--- src/rtl/fsm_flow_control.sv ---
// Flow-control supervisor: manages shared FIFO thresholds and tracks idle, active and error status.
// Latency: every output is registered and changes on the rising clk edge after the inputs that cause it.
// Backpressure: none; inputs are sampled every cycle and ERROR is left only through reset_L.
//
// Ports:
//   clk, reset_L                 clock and asynchronous active-low reset
//   init                         level request to (re)load the thresholds
//   thr_high_in / thr_low_in     requested almost-full / almost-empty thresholds
//   fifo_empty / fifo_error      per-FIFO empty flags and error pulses (bit 0 = VC0, then VC1, D0, D1)
//   thr_high_out / thr_low_out   thresholds applied to all FIFOs
//   state                        one-hot state (RESET, INIT, IDLE, ACTIVE, ERROR)
//   idle_out/active_out/error_out  registered state decodes
//   error_fifo                   sticky record of the FIFOs that reported errors
module fsm_flow_control #(
  parameter int N_FIFO       = 4,
  parameter int THR_W        = 3,
  parameter int THR_HIGH_RST = 6,
  parameter int THR_LOW_RST  = 1,
  parameter int IDLE_CNT     = 2
) (
  input  logic              clk,
  input  logic              reset_L,
  input  logic              init,
  input  logic [THR_W-1:0]  thr_high_in,
  input  logic [THR_W-1:0]  thr_low_in,
  input  logic [N_FIFO-1:0] fifo_empty,
  input  logic [N_FIFO-1:0] fifo_error,
  output logic [THR_W-1:0]  thr_high_out,
  output logic [THR_W-1:0]  thr_low_out,
  output logic [4:0]        state,
  output logic              idle_out,
  output logic              active_out,
  output logic              error_out,
  output logic [N_FIFO-1:0] error_fifo
);

  typedef enum logic [4:0] {
    S_RESET  = 5'b00001,
    S_INIT   = 5'b00010,
    S_IDLE   = 5'b00100,
    S_ACTIVE = 5'b01000,
    S_ERROR  = 5'b10000
  } state_t;

  state_t st;
  logic [3:0] cnt;

  logic             any_error;
  logic             all_empty;
  logic [THR_W-1:0] thr_low_clamped;
  logic [3:0]       cnt_next;

  assign state = st;

  always_comb begin
    any_error = |fifo_error;
    all_empty = &fifo_empty;
    // Never let the almost-empty threshold sit above the almost-full one.
    thr_low_clamped = (thr_low_in < thr_high_in) ? thr_low_in : thr_high_in;
    // Consecutive all-empty cycles, saturating so a long quiet spell cannot wrap.
    cnt_next = 4'd0;
    if (all_empty) begin
      cnt_next = (cnt == 4'hF) ? cnt : cnt + 4'd1;
    end
  end

  always_ff @(posedge clk or negedge reset_L) begin
    if (!reset_L) begin
      st           <= S_RESET;
      thr_high_out <= THR_W'(THR_HIGH_RST);
      thr_low_out  <= THR_W'(THR_LOW_RST);
      idle_out     <= 1'b0;
      active_out   <= 1'b0;
      error_out    <= 1'b0;
      error_fifo   <= '0;
      cnt          <= 4'd0;
    end else begin
      unique case (st)
        S_RESET: begin
          st <= S_INIT;
        end

        S_INIT: begin
          // Thresholds track the inputs on every edge spent in INIT,
          // including the edge that leaves it.
          thr_high_out <= thr_high_in;
          thr_low_out  <= thr_low_clamped;
          if (any_error) begin
            st         <= S_ERROR;
            error_out  <= 1'b1;
            error_fifo <= fifo_error;
          end else if (!init) begin
            st       <= S_IDLE;
            idle_out <= 1'b1;
          end
        end

        S_IDLE: begin
          if (any_error) begin
            st         <= S_ERROR;
            idle_out   <= 1'b0;
            error_out  <= 1'b1;
            error_fifo <= fifo_error;
          end else if (init) begin
            st       <= S_INIT;
            idle_out <= 1'b0;
          end else if (!all_empty) begin
            st         <= S_ACTIVE;
            idle_out   <= 1'b0;
            active_out <= 1'b1;
            cnt        <= 4'd0;
          end
        end

        S_ACTIVE: begin
          if (any_error) begin
            st         <= S_ERROR;
            active_out <= 1'b0;
            error_out  <= 1'b1;
            error_fifo <= fifo_error;
          end else if (init) begin
            st         <= S_INIT;
            active_out <= 1'b0;
          end else begin
            cnt <= cnt_next;
            // Leave on the very edge the quiet-cycle count hits the target.
            if (cnt_next == 4'(IDLE_CNT)) begin
              st         <= S_IDLE;
              active_out <= 1'b0;
              idle_out   <= 1'b1;
            end
          end
        end

        S_ERROR: begin
          // Absorbing: thresholds and state frozen, only new error bits accumulate.
          error_fifo <= error_fifo | fifo_error;
        end

        default: begin
          st         <= S_RESET;
          idle_out   <= 1'b0;
          active_out <= 1'b0;
          error_out  <= 1'b0;
        end
      endcase
    end
  end

`ifndef SYNTHESIS
  a_state_onehot: assert property (@(posedge clk) disable iff (!reset_L)
    $onehot(state));

  a_decode_match: assert property (@(posedge clk) disable iff (!reset_L)
    (idle_out == (st == S_IDLE)) && (active_out == (st == S_ACTIVE)) &&
    (error_out == (st == S_ERROR)));
`endif

endmodule

--- config.mk ---
export PLATFORM = sky130hd
export DESIGN_NAME = fsm_flow_control
export DESIGN_NICKNAME = d
export VERILOG_FILES = /design/src/rtl/fsm_flow_control.sv
export SDC_FILE = /design/constraint.sdc
export NUM_CORES = 1
export LEC_CHECK = 0
export CORE_ASPECT_RATIO = 0.6
export CORE_MARGIN = 2
export CORE_UTILIZATION = 40
export DETAILED_ROUTE_END_ITERATION = 8
export GPL_TIMING_DRIVEN = 0
export PLACE_DENSITY = 0.74
export SYNTH_ARGS = -nofsm -noshare
export SYNTH_HDL_FRONTEND = slang
export SYNTH_SLANG_ARGS = --single-unit
--- constraint.sdc ---
create_clock -name clk -period 2.7 [get_ports clk]
set_input_delay 0.54 -clock clk [delete_from_list [all_inputs] [get_ports clk]]
set_output_delay 0.54 -clock clk [all_outputs]
set_load 0.03 [all_outputs]
==> flow_summary.toml, run 1 <==
[global_routing]
met1_usage_pct = 25.3
gr-usage-all-layers_pct = 17.9
grt-ovfl-total = 0
grt_busiest_layer = "met2"
met2_usage_pct = 28.5
antenna_found_initial = 0
grt.met3_usage_pct = 5.19
grt_start_max_net_pins = 23
grt_pass1_vias = 1064
grt_pass1_wl_um = 5040

[floorplanning]
start_util_pct = 42.8
core_area_um2 = 2930
die_x_um = 76.3
rows = 15
io_pins = 35
die_h_um = 47.4
die_area_um2 = 3610

[cts]
htreeDepth = 1
cts_made_buffers = 3
post-cts-setup-buffers = 0
post_cts_resize_count = 0
clkLatencyLatePin_ns = 0.26
numClockSinks = 22
cts_tree = "done"
clockBufferDepth = 2
postCtsHoldBufs = 0
path_clk_slew_ns = 0.08
cts_root_buffer = "clkbuf_8"

[route]
drt_first_pass_iters = 4
vias_per_cell = 5.40
drtAntennaViolNets = 0
routed_wl_um = 2900
vias = 1101
drc_errors = 0
wl_per_cell_um = 14.2
drtIter0Drc = 101

[sta]
tightest_slew_ns = 0.962
finalClockSkew_ns = 0.00531
fin_crit_sh_pct = 81.4
max_slew_margin_pct = 35.7
setup_viol = 0
finalCriticalPeriod_ns = 2.20
max_freq_ghz = 0.455
hold_viol_final = 0
fin_setup_tns_ns = 0
maxSlewViolCount = 0
grt_setup_unrepaired = "no"

[worst_setup_path]
crit_path_max_fanout = 7
required_ns = 2.86
criticalPathCategory = "primary input to flop"
cp_data_arrival_time_ns = 2.36
cp-start-kind = "primary input"
path_buf_inv = 1
worst_path_max_delay_cell = "o41ai_2"
max_stage_delay_ns = 0.63
crit_chain = "clkdlybuf4s50_1 > nand4_1 > o41ai_2 > a41oi_2 > a41oi_1"
cp_top_family = "compound AO/OA/AOI/OAI gates"
cp-end-kind = "flop"

[final_layout]
final_util_pct = 57.6
fin_area_um2 = 1690
fillerInstances = 251
final_nets = 184
syn_to_final_growth_pct = 34.6
num_antenna_cells = 0
layout-drive-gt1-share_pct = 14.8

[power]
power.share.sequential_pct = 32.6
internal_power_mw = 0.919
power.switching_mw = 0.663
p_sw_share_pct = 41.9
clockPowerShare_pct = 12.5
peakVddDrop_mv = 0.725
pwr-share-comb_pct = 54.9
pwr_density_cell_nw_per_um2 = 937
p_leak_nw = 0.683
power_mw = 1.58

[synthesis]
ys_warn_count = 0
ys.flop_type = "dfrtp_1"
async_flop_share_pct = 100
ys_ff_latch = 22
synth_cells = 125
synth.net_count = 145
synth_cell_types = 41
syn_avg_cell_area_um2 = 10.0
ys_seq_area_share_pct = 44.3
synth_edf_count = 0
synth_area_um2 = 1250

[placed_design]
dpl_cell_area_um2 = 1650
place.gp.congestion = 0.844
port-buffer-count = 34
hpwl_um = 2220

[run_status]
status = "completed"

[worst_hold_path]
hold_path_class = "flop to flop"

[run]
maxCapViolations = 0
-- layout make-up --
class / instances / area (um2) / share of cell area (%)
Timing Repair Buffer: 34 / 340 / 20.2
Tap cell: 42 / 52.6 / 3.11
Buffer: 5 / 23.8 / 1.41
Inverter: 4 / 15.0 / 0.890
Sequential cell: 22 / 556 / 32.9
Clock buffer: 3 / 41.3 / 2.45
Multi-Input combinational cell: 94 / 659 / 39.1
-- path summary, 6_finish.rpt --
check | start | endpoint | slack, ns | cells after the start
max | fifo_empty[2] | idle_out | 0.50 | 5
min | thr_low_out[0] | thr_low_out[0] | 0.48 | 2
max reg2reg | cnt[0] | idle_out | 0.79 | 6
min reg2reg | thr_low_out[0] | thr_low_out[0] | 0.48 | 2
max in group asynchronous | reset_L | active_out | 1.30 | 1
min in group asynchronous | reset_L | cnt[0] | 0.82 | 1
-- cell usage in the layout (no fill, tap or decap), drive strengths merged, types with 2 or more instances in the layout --
cell type / synthesis / final
a21oi: 10 / 10
a22o: 4 / 4
a41oi: 3 / 3
buf: 3 / 3
clkbuf: 2 / 5
clkdlybuf4s50: 0 / 34
dfrtp: 18 / 18
dfstp: 4 / 4
ha: 3 / 3
inv: 4 / 4
mux2: 2 / 2
mux2i: 3 / 3
nand2: 12 / 12
nand2b: 2 / 2
nand3: 3 / 3
nand3b: 3 / 3
nand4: 2 / 2
nor2: 10 / 10
nor3: 5 / 5
nor4: 3 / 3
o21ai: 11 / 11
o31ai: 2 / 2
xor2: 3 / 3
-- cells in the mapped netlist, types with 2 or more instances --
master    instances  share of area, %
dfstp_2           4               8.4
nor3_1            3               1.2
ha_1              3               3.0
a41oi_1           2               1.4
mux2_2            2               1.8
a21oi_1          10               4.0
dfrtp_1          18                36
nor4_4            2               3.4
xor2_1            3               2.1
nand2_1          12               3.6
nand3_1           3               1.2
nor3_2            2               1.6
a22o_1            3               2.1
o31ai_1           2               1.2
mux2i_1           3               2.4
nor2_1           10               3.0
buf_2             3               1.2
nand4_1           2               1.0
o21ai_0          11               4.4
nand3b_1          3               1.8
inv_1             4               1.2
-- metrics by stage --
stage	hold slack, ns	worst slack (ns)	std cells
after floorplan	0.244	0.946	125
after global placement	0.465	0.345	201
after detailed placement	0.472	0.241	201
after CTS	0.483	0.511	204
after global routing	0.523	0.429	204
final	0.477	0.503	204
-- worst register-to-register path, cell delays in order (launching register included) --
cell     delay, ns
dfrtp_1       0.43
ha_1          0.26
nand2_1       0.10
o21ba_2       0.22
o41ai_2       0.41
a41oi_2       0.18
a41oi_1       0.21
-- flip-flops by register name, indices dropped and copies added (netlist names) --
register / cells
error_fifo: 4
cnt: 4
state: 5
active_out: 1
thr_high_out: 3
idle_out: 1
thr_low_out: 3
error_out: 1
-- power by group through the flow --
| stage | registers (mW) | logic (mW) | clock network [mW] |
|---|---|---|---|
| global route | 0.532 | 0.939 | 0.221 |
| floorplan | 0.729 | 0.335 | 0 |
| CTS | 0.518 | 0.875 | 0.205 |
| finish | 0.515 | 0.868 | 0.198 |
| global placement | 0.517 | 0.853 | 0 |
| detailed placement | 0.521 | 0.868 | 0 |
-- cell families after synthesis --
family | share of synthesized area (%)
xor gates and xnor gates | 2.10
buffers and inverters | 3.09
DFF | 44.3
adders and majority gates | 2.99
muxes | 4.19
AOI/OAI and AO/OA | 20.9
and+or+nand+nor | 22.5
-- layer usage --
layer	up-vias	wire, um
li1	538	-
met1	533	1510
met2	28	1230
met3	2	136
met4	0	12
met5	-	0
Note: power is estimated with default switching activity, not from simulation.
==> run 2: changes to the inputs <==
==> constraint.sdc (replaced) <==
create_clock -name clk -period 2.2 [get_ports clk]
set_input_delay 0.44 -clock clk [delete_from_list [all_inputs] [get_ports clk]]
set_output_delay 0.44 -clock clk [all_outputs]
set_load 0.03 [all_outputs]
==> results of run 2 <==
The final DEF is identical to that of run 1. Status: completed.
Main changes from that run: setup slack after placement 0.241 ns -> -0.159 ns; setup slack after layout 0.503 ns -> 0.103 ns; register-to-register setup slack 0.79 ns -> 0.29 ns; total power 1.58 mW -> 1.94 mW; worst IR drop on VDD 0.725 mV -> 0.890 mV
